File: config.mk
export PLATFORM = sky130hd
export DESIGN_NAME = sevenseg_scan_driver
export DESIGN_NICKNAME = d
export VERILOG_FILES = /design/src/rtl/sevenseg_scan_driver.sv
export SDC_FILE = /design/constraint.sdc
export NUM_CORES = 1
export LEC_CHECK = 0
export CORE_AREA = 2 2 98 90
export CTS_CLUSTER_DIAMETER = 30
export CTS_CLUSTER_SIZE = 10
export DETAILED_ROUTE_END_ITERATION = 7
export DIE_AREA = 0 0 100 92
export PLACE_DENSITY_LB_ADDON = 0.05
export SLEW_MARGIN = 10
export SYNTH_ARGS = -nofsm -noshare
export SYNTH_HDL_FRONTEND = slang
export SYNTH_SLANG_ARGS = --single-unit
export TNS_END_PERCENT = 50
File: constraint.sdc
create_clock -name clk -period 1.7 [get_ports clk]
set_input_delay 0.51 -clock clk [delete_from_list [all_inputs] [get_ports clk]]
set_output_delay 0.51 -clock clk [all_outputs]
set_load 0.01 [all_outputs]
File: src/rtl/sevenseg_scan_driver.sv
// Captures BCD digit pairs on done_tick and time-multiplexes them onto a 4-digit common-anode display.
// Outputs are registered one cycle behind scan index/digits. There is no backpressure, so every done_tick is captured.
module sevenseg_scan_driver #(
    parameter int REFRESH_DIV = 50000,
    parameter bit BLANK_LEAD  = 1'b1
) (
    input  logic       clk,
    input  logic       reset,
    input  logic       done_tick,
    input  logic       slot,
    input  logic [3:0] bcd1,
    input  logic [3:0] bcd2,
    input  logic       colon_en,
    output logic [3:0] an,
    output logic [6:0] seg,
    output logic       dp
);

    localparam int CNT_W = (REFRESH_DIV > 2) ? $clog2(REFRESH_DIV) : 1;
    localparam logic [CNT_W-1:0] CNT_MAX = CNT_W'(REFRESH_DIV - 1);

    localparam logic [6:0] SEG_OFF  = 7'b1111111;
    localparam logic [6:0] SEG_DASH = 7'b0111111;

    logic [3:0]       digit_q [4];
    logic [3:0]       digit_d [4];
    logic [CNT_W-1:0] cnt_q, cnt_d;
    logic [1:0]       idx_q, idx_d;
    logic [3:0]       an_q, an_d;
    logic [6:0]       seg_q, seg_d;
    logic             dp_q, dp_d;
    logic [3:0]       cur_digit;

    // Active-low {g,f,e,d,c,b,a}; non-decimal codes render as a dash.
    function automatic logic [6:0] decode(input logic [3:0] v);
        logic [6:0] s;
        case (v)
            4'd0:    s = 7'b1000000;
            4'd1:    s = 7'b1111001;
            4'd2:    s = 7'b0100100;
            4'd3:    s = 7'b0110000;
            4'd4:    s = 7'b0011001;
            4'd5:    s = 7'b0010010;
            4'd6:    s = 7'b0000010;
            4'd7:    s = 7'b1111000;
            4'd8:    s = 7'b0000000;
            4'd9:    s = 7'b0010000;
            default: s = SEG_DASH;
        endcase
        return s;
    endfunction

    always_comb begin
        for (int i = 0; i < 4; i++) begin
            digit_d[i] = digit_q[i];
        end
        if (done_tick) begin
            if (slot) begin
                digit_d[2] = bcd1;
                digit_d[3] = bcd2;
            end else begin
                digit_d[0] = bcd1;
                digit_d[1] = bcd2;
            end
        end

        if (cnt_q == CNT_MAX) begin
            cnt_d = '0;
            idx_d = idx_q + 2'd1;
        end else begin
            cnt_d = cnt_q + CNT_W'(1);
            idx_d = idx_q;
        end

        // Output stage sees the pre-edge index and digits, giving a fixed one-cycle lag.
        cur_digit = digit_q[idx_q];
        an_d      = ~(4'b0001 << idx_q);
        if (BLANK_LEAD && (idx_q == 2'd3) && (cur_digit == 4'd0)) begin
            seg_d = SEG_OFF;
        end else begin
            seg_d = decode(cur_digit);
        end
        dp_d = ~(colon_en && (idx_q == 2'd2));
    end

    always_ff @(posedge clk) begin
        if (reset) begin
            for (int i = 0; i < 4; i++) begin
                digit_q[i] <= 4'd0;
            end
            cnt_q <= '0;
            idx_q <= 2'd0;
            an_q  <= 4'b1111;
            seg_q <= SEG_OFF;
            dp_q  <= 1'b1;
        end else begin
            for (int i = 0; i < 4; i++) begin
                digit_q[i] <= digit_d[i];
            end
            cnt_q <= cnt_d;
            idx_q <= idx_d;
            an_q  <= an_d;
            seg_q <= seg_d;
            dp_q  <= dp_d;
        end
    end

    assign an  = an_q;
    assign seg = seg_q;
    assign dp  = dp_q;

endmodule

==> After elaboration in Yosys (flattened, before gate mapping) <==
Memories as Yosys holds them, arrays and structs flattened. A register that Yosys moved wholly into a read port is not among the register bits.
Index checks and enable logic that the tools add are counted.
{ "word_totals": {"out_inout_bits": 12, "ff_bits": 23, "mem_count": 2, "mem_bits_ro": 112, "mem_bits_rw": 16, "inputBits": 13} }
{ "mem_list": {"columns": ["memory", "depth", "word_bits", "rd", "rd_ports_with_merged_regs", "write_ports", "line_no", "text"], "rows": [
  ["(no name shown)", 16, 7, 1, 1, 0, "37", "case (v)"],
  ["digit_q", 4, 4, 1, 1, 4, "25", "logic [3:0] digit_q [4];"]
]} }
{ "op_classes": {"n_bitwise": 6, "n_mux": 12, "reduce_logical": 7, "n_eq_ne": 7, "shift": 1, "add_sub_neg": 2} }
{ "ops": {"columns": ["operator", "count"], "rows": [
  ["16-bit by 1-bit adder with 16-bit output (second input constant)", 1],
  ["16-bit equality test (second input constant)", 1],
  ["16-bit two-way mux", 1],
  ["4-bit two-way mux", 4],
  ["8-bit two-way mux", 2],
  ["3-bit AND reduction", 2],
  ["2-bit equality test (second input constant)", 2],
  ["4-bit zero test", 1],
  ["2-bit two-way mux", 2],
  ["2-bit != test (second input constant)", 2],
  ["4-bit NOT", 1],
  ["1-bit bitwise OR", 4],
  ["2-bit OR reduction", 2],
  ["1-bit by 2-bit << shifter with 4-bit output (first input constant)", 1],
  ["1-bit two-way mux", 3],
  ["2-bit by 1-bit adder with 2-bit output (second input constant)", 1],
  ["1-bit logical AND", 2],
  ["1-bit != test (second input constant)", 2],
  ["1-bit NOT", 1]
]} }

==> Longest topological paths before layout <==
Gate-level depths: netlist (run 1).
{ "logic_depth": {"word_depth": 3, "mapped_depth": 8, "depth_no_buf": 7} }

==> Worst setup path after synthesis (run 1) <==
No wires, ideal clock.
{ "synth_timing": {"kind": "flip-flop to flip-flop", "startpoint": "register with a tool-made name", "endpoint": "register seg_q[0], in the netlist seg[0]", "stages_incl_launch_ff": 8, "t_required_ps": 1631, "synth_period_minus_slack_ps": 1802, "setup_ps": 69, "path_buffers": 0, "arrival_time_ps": 1733, "slack_ps": -102, "path_cell_list": "dfxtp_1 > mux4_1 > inv_1 > ha_1 > nand2_1 > o21bai_1 > a21oi_2 > o21ai_1"} }
{ "synth_lines": {"columns": ["item", "line_no", "text"], "rows": [
  ["to (decl)", "30", "logic [6:0] seg_q, seg_d;"]
]} }

==> flow_metrics.py, run 1 <==
metrics = {
    "status": {
        "status": "complete, but fails checks",
        "violations": "negative setup slack",
    },
    "grt": {
        "grt_pass1_vias": 1397,
        "grt_max_degree": 17,
        "grt_pass1_wl_um": 6740,
        "overflow": 0,
        "track_usage_pct": 9.40,
        "antenna_found_initial": 0,
    },
    "yosys": {
        "synth_cells": 187,
        "avgSynthCellArea_sq_um": 11.1,
        "yosysTopAreaCellShare_pct": 30.8,
        "synthesis.nets": 211,
        "ys_seq_area_share_pct": 53.8,
        "synth_seq_cells": 48,
        "syn_area_sq_um": 2080,
        "ys_dominant_reg_cell": "dfxtp_1",
        "synth_edf_count": 16,
        "yosys.area.top_type": "dfxtp_1",
        "synth_area_leaders": "dfxtp_1 31%, edfxtp_1 23%, ha_1 6.6%",
        "synthArstFlopShare_pct": 0,
        "yosys_warnings": 0,
        "synth_cell_types": 33,
    },
    "critical_path": {
        "reg2reg_slack_ns": -0.09,
        "path_buf_inv": 0,
        "cp.required_ns": 1.88,
        "setup.worst_path.class": "flop to flop",
        "path_cells": "mux4_2, or3b_4, a21oi_4, o21ai_1",
        "path_delay_family": "multiplexers",
        "cp-end-kind": "flop",
        "worstPathArrival_ns": 1.97,
        "max_stage_delay_ns": 0.58,
        "worstSetupStartpointType": "flop",
        "worst_path_max_delay_cell": "mux4_2",
        "worstPathMaxFanout": 5,
    },
    "sta": {
        "finalClockSkew_ns": 0.0116,
        "tightest_slew_ns": 0.444,
        "fin_crit_ns": 1.79,
        "rsz0062_at_grt": "true",
        "tns_ns": -0.443,
        "post-route-period-util_pct": 105,
        "relSlewSlack_pct": 70.3,
        "finalHoldViolCount": 0,
        "setup_violations": 6,
        "max_freq_mhz": 558,
        "finalWorstSetupSlack_ns": -0.0921,
        "drv_slew": 0,
    },
    "clock_tree": {
        "cts_buffer_depth": 2,
        "htreeDepth": 2,
        "cts_buffers": 5,
        "cts_tree": "built",
        "clock_sinks": 48,
        "clk_latency_ns": 0.30,
        "cts.clk_slew.worst_paths_ns": 0.09,
        "cts-root-buf": "clkbuf_8",
    },
    "die": {
        "die_w_um": 100,
        "die_y_um": 92,
        "dieArea_sq_um": 9200,
        "rows": 32,
        "io_pins": 25,
        "start_util_pct": 25.0,
        "coreArea_sq_um": 8330,
    },
    "final_layout": {
        "num_antenna_cells": 0,
        "nNetsFinal": 253,
        "area_delta_synth_final_pct": 32.8,
        "layout-drive-gt1-share_pct": 18.7,
        "final_core_util_pct": 33.2,
    },
    "drt": {
        "drt_iter0_markers": 38,
        "post-route-drc-count": 0,
        "route.vias.total": 1415,
        "wl_um": 4100,
        "detail_route.wl_per_cell_um": 12.3,
        "ant_nets": 0,
        "drt_pre_antenna_iters": 3,
        "viasPerCell": 4.26,
    },
    "power_and_ir_drop": {
        "leakagePower_nw": 1.07,
        "p_per_area_nw_per_um2": 851,
        "ir_drop_uv": 487,
    },
    "placement": {
        "gp_congestion": 0.705,
        "port-buffer-count": 24,
        "dp_slack_ns": -0.474,
        "place_hpwl_um": 2970,
    },
    "min_path": {
        "hp-class": "flop to flop",
    },
    "job": {
        "maxCapViolCount": 0,
    },
}
[placed cells by master, fill, tap and decap left out, types with 2 or more instances in the layout]
cell / netlist / routed
buf_12: 0 / 3
inv_2: 0 / 2
o21ai_1: 3 / 3
and2_1: 16 / 16
clkbuf_8: 0 / 5
nor2_1: 21 / 21
mux2i_1: 3 / 3
xnor2_1: 3 / 3
or3_1: 2 / 2
o21ai_0: 2 / 2
edfxtp_1: 16 / 16
nand3_1: 6 / 6
mux4_2: 3 / 4
buf_4: 0 / 16
and4_1: 3 / 3
dfxtp_1: 32 / 31
nand2_1: 8 / 7
xor2_1: 10 / 10
clkdlybuf4s50_1: 0 / 23
nand4_1: 5 / 5
a21o_1: 2 / 2
inv_1: 7 / 5
a21oi_1: 5 / 3
nor3b_2: 0 / 2
nor4bb_1: 3 / 3
ha_1: 11 / 10
nand2b_1: 5 / 5
a21oi_2: 1 / 2
[where the power goes]
group	total (mW)	internal, mW	leakage [nW]	switching [mW]
Sequential	1.25	1.24	0.425	0.0159
Combinational	0.271	0.152	0.590	0.119
Clock	0.826	0.436	0.0558	0.389
[routing by layer]
metal  track usage, %  vias up  share of wire [%]
met1             12.5      665                 49
met3             2.59        2                3.2
met5                0        -                  0
met2             14.8       20                 47
met4             3.08        0               0.78
li1                 -      728                  -
[what timing repair did]
item / in CTS / in global routing
buffers inserted: 1 / 1
pin swaps: 3 / 4
setup endpoints to repair: 23 / 25
hold buffers: 0 / 0
resized for setup: 9 / 6
cloned: 0 / 0
[area by class of cell]
class | instances | area [sq um]
clock buffers | 5 | 68.8
clock inverters | 3 | 42.5
fillers | 855 | 5560
inverters | 7 | 26.3
multi-input cells | 124 | 951
flip-flops and latches | 48 | 1120
well taps | 102 | 128
repair buffers | 43 | 423
[flip-flops by register name, summed over array words and instances, names as in the netlist, named ones only]
register / count
an: 4
cnt_q: 16
idx_q: 2
dp: 1
digit_q: 16
seg: 7
[worst reg2reg max path: cells and delay by family (launching register included)]
kind             cells  cell delay, ns
AO/OA/AOI/OAI        2            0.29
flip-flops           1            0.40
multiplexers         1            0.58
AND/OR/NAND/NOR      1            0.42
[cells in the mapped netlist (all sizes together) (2+ instances only)]
cell and number:
edfxtp 16, nand3 6, nor4bb 3, a21oi 6, and2 16, mux4 4, or3 2, clkbuf 6
o21bai 2, mux2i 3, nor2 21, and4 3, ha 11, a21o 2, nand2b 5, buf 2
o21ai 5, nand4 5, dfxtp 32, and3 2, xor2 10, nand2 8, inv 7, nor3b 2
xnor2 3
[path summary, 6_finish.rpt]
check	from	to	depth (start not counted)
min	cnt_q[0]	cnt_q[0]	1
max	flop	seg[5]	4
min reg2reg	cnt_q[0]	cnt_q[0]	1
max reg2reg	flop	seg[5]	4
[per-stage QoR]
stage / hold WS [ns] / std cells / total power, mW / cell area [sq um]
after floorplan: 0.426 / 187 / 1.40 / 2080
after global placement: 0.442 / 322 / 1.53 / 2580
after detailed placement: 0.470 / 322 / 1.54 / 2580
after CTS: 0.487 / 331 / 2.37 / 2730
after global routing: 0.498 / 332 / 2.46 / 2760
final: 0.481 / 332 / 2.35 / 2760
[kinds of logic after synthesis]
group                    after synthesis  share of synthesized area [%]
AO/OA/AOI/OAI                         17                           4.99
multiplexers                           7                           5.95
AND/OR/NAND/NOR                       76                           20.3
buffers and inverters                 15                           2.82
flip-flops                            48                           53.8
adder cells (fa/ha/maj)               11                           6.61
XOR/XNOR                              13                           5.47
Power figures use the tool's default switching activity.
==> inputs of run 2 (changes only) <==
Settings changed: ABC_AREA from default to 1, CORE_AREA 2 2 98 90 to 2 2 102 94, DIE_AREA 0 0 100 92 to 0 0 104 96.
==> flow_metrics.py, run 2 <==
metrics = {
    "status": {
        "status": "finished, final reports clean",
    },
    "final_layout": {
        "num_antenna_cells": 0,
        "regArea_sq_um": 1120,
        "fillers": 952,
        "layout_common_cells": "59 x nand2_1, 38 x inv_1, 36 x nor2_1",
        "nNetsFinal": 332,
        "final_core_util_pct": 32.2,
        "layout-drive-gt1-share_pct": 10.7,
        "multiInputGateArea_sq_um": 970,
        "final_common_cell": "nand2_1",
        "area_delta_synth_final_pct": 26.6,
    },
    "sta": {
        "fin_crit_ns": 1.65,
        "setup_violations": 0,
        "rsz0062_at_grt": "false",
        "tightest_slew_ns": 0.316,
        "max_freq_mhz": 606,
        "finalClockSkew_ns": 0.00493,
        "post-route-period-util_pct": 97.0,
        "finalHoldViolCount": 0,
        "relSlewSlack_pct": 78.8,
        "drv_slew": 0,
    },
    "power_and_ir_drop": {
        "power_switching_mw": 0.529,
        "internal-power_mw": 2.08,
        "pwr-share-seq_pct": 48.1,
        "p_total_mw": 2.61,
        "leakagePower_nw": 1.16,
        "p_sw_share_pct": 20.2,
        "ir_drop_uv": 351,
        "clockPowerShare_pct": 43.0,
        "p_per_area_nw_per_um2": 910,
        "combPwrFrac_pct": 8.9,
    },
    "drt": {
        "ant_nets": 0,
        "viasPerCell": 4.08,
        "drt_pre_antenna_iters": 4,
        "detail_route.wl_per_cell_um": 11.0,
        "post-route-drc-count": 0,
        "wl_um": 4730,
        "drt_iter0_markers": 62,
        "route.vias.total": 1758,
    },
    "yosys": {
        "yosysTopAreaCellShare_pct": 28.3,
        "ys_seq_area_share_pct": 49.4,
        "synthArstFlopShare_pct": 0,
        "ys_dominant_reg_cell": "dfxtp_1",
        "synth_most_common_cell": "nand2_1",
        "synthesis.nets": 296,
        "synth_fa_ha_area_share_pct": 6.07,
        "avgSynthCellArea_sq_um": 8.34,
        "synth_area_leaders": "dfxtp_1 28%, edfxtp_1 21%, nand2_1 9.9%",
        "synth_edf_count": 16,
        "synth_cell_types": 28,
        "synth_compound_area_share_pct": 2.98,
        "yosys_warnings": 0,
        "synth_seq_cells": 48,
        "yosys.area_share.simple_pct": 31.7,
        "yosys.area.top_type": "dfxtp_1",
        "syn_area_sq_um": 2270,
        "synth_top_family_by_area": "simple AND/OR/NAND/NOR gates",
        "yosys-top-cells-count": "60 x nand2_1, 38 x inv_1, 36 x nor2_1",
        "synth-xor-area-share_pct": 1.93,
        "synth_cells": 272,
        "synthMuxAreaShare_pct": 0,
    },
    "clock_tree": {
        "cts-root-buf": "clkbuf_8",
        "cts_buffers": 5,
        "htreeDepth": 2,
        "holdBufCountCts": 0,
        "clk_latency_ns": 0.30,
        "cts_tree": "built",
        "cts_buffer_depth": 2,
        "cts.clk_slew.worst_paths_ns": 0.09,
        "clock_sinks": 48,
    },
    "critical_path": {
        "max_stage_delay_ns": 0.52,
        "cp.required_ns": 1.19,
        "path_delay_family": "buffers and inverters",
        "worstSetupStartpointType": "flop",
        "cp-end-kind": "primary output",
        "path_cells": "clkdlybuf4s50_1",
        "setup.worst_path.class": "flop to primary output",
        "worstPathMaxFanout": 1,
        "path_buf_inv": 1,
        "worst_path_max_delay_cell": "clkdlybuf4s50_1",
        "worstPathArrival_ns": 1.14,
    },
    "placement": {
        "gp_congestion": 0.767,
        "port-buffer-count": 24,
        "place_hpwl_um": 3630,
    },
    "grt": {
        "track_usage_pct": 10.2,
        "grt_pass1_wl_um": 8010,
        "antenna_found_initial": 0,
        "overflow": 0,
        "grt_max_degree": 17,
        "grt_pass1_vias": 1692,
    },
    "min_path": {
        "hp-class": "flop to flop",
    },
    "die": {
        "rows": 33,
        "die_y_um": 96,
        "dieArea_sq_um": 9980,
        "io_pins": 25,
        "start_util_pct": 25.4,
        "die_w_um": 104,
        "coreArea_sq_um": 8920,
    },
    "job": {
        "maxCapViolCount": 0,
    },
}
run 2: path summary, 6_finish.rpt:
path,endpoint,cells past startpoint,from,slack (ns)
setup / recovery,seg[0],1,seg[0],0.05
hold reg to reg,cnt_q[0],1,cnt_q[0],0.46
hold / removal,cnt_q[0],1,cnt_q[0],0.46
setup reg to reg,seg[4],11,flop,0.17
run 2: cells by family (layout without fill, tap and decap cells):
logic type,Yosys count,in the layout
and+or+nand+nor,151,151
DFF,48,48
buffers and inverters,44,81
AOI/OAI and AO/OA,13,13
adders and majority gates,11,11
xor gates and xnor gates,5,5
run 2: final cells by class:
cell class | instances | share of cell area, %
sequential | 48 | 39.2
multi-input combinational | 180 | 33.8
timing repair buffer | 32 | 10.7
inverter | 41 | 5.45
tap | 122 | 5.32
clock inverter | 3 | 3.14
clock buffer | 5 | 2.40
run 2: stage by stage:
stage	instances	setup TNS (ns)	setup slack, ns	instance area [sq um]	hold slack [ns]
final	431	0	0.0512	2870	0.459
after global routing	431	0	0.00519	2870	0.491
after CTS	431	0	0.0245	2860	0.473
after detailed placement	423	-1.84	-0.0687	2700	0.451
after global placement	423	-2.05	-0.0603	2700	0.433
after floorplan	272	0	0.0600	2270	0.417
run 2: what timing repair did:
item / CTS / global route
endpoints found under the setup margin: 2 / 5
setup buffers: 0 / 0
resized for setup: 1 / 5
run 2: power by group through the flow:
stage	Clock (mW)	Combinational, mW	Sequential [mW]
after floorplan	0	0.118	1.29
after global placement	0	0.235	1.29
after detailed placement	0	0.234	1.29
after CTS	1.16	0.235	1.26
after global routing	1.20	0.260	1.26
final	1.12	0.231	1.26
run 2: metal layers:
| metal | GRT usage [%] | share of wire [%] | routed length, um |
|---|---|---|---|
| met5 | 0 | 0 | 0 |
| met4 | 3.38 | 1.4 | 67 |
| met3 | 2.91 | 4.6 | 217 |
| met2 | 16.2 | 41 | 1940 |
| met1 | 13.6 | 53 | 2500 |
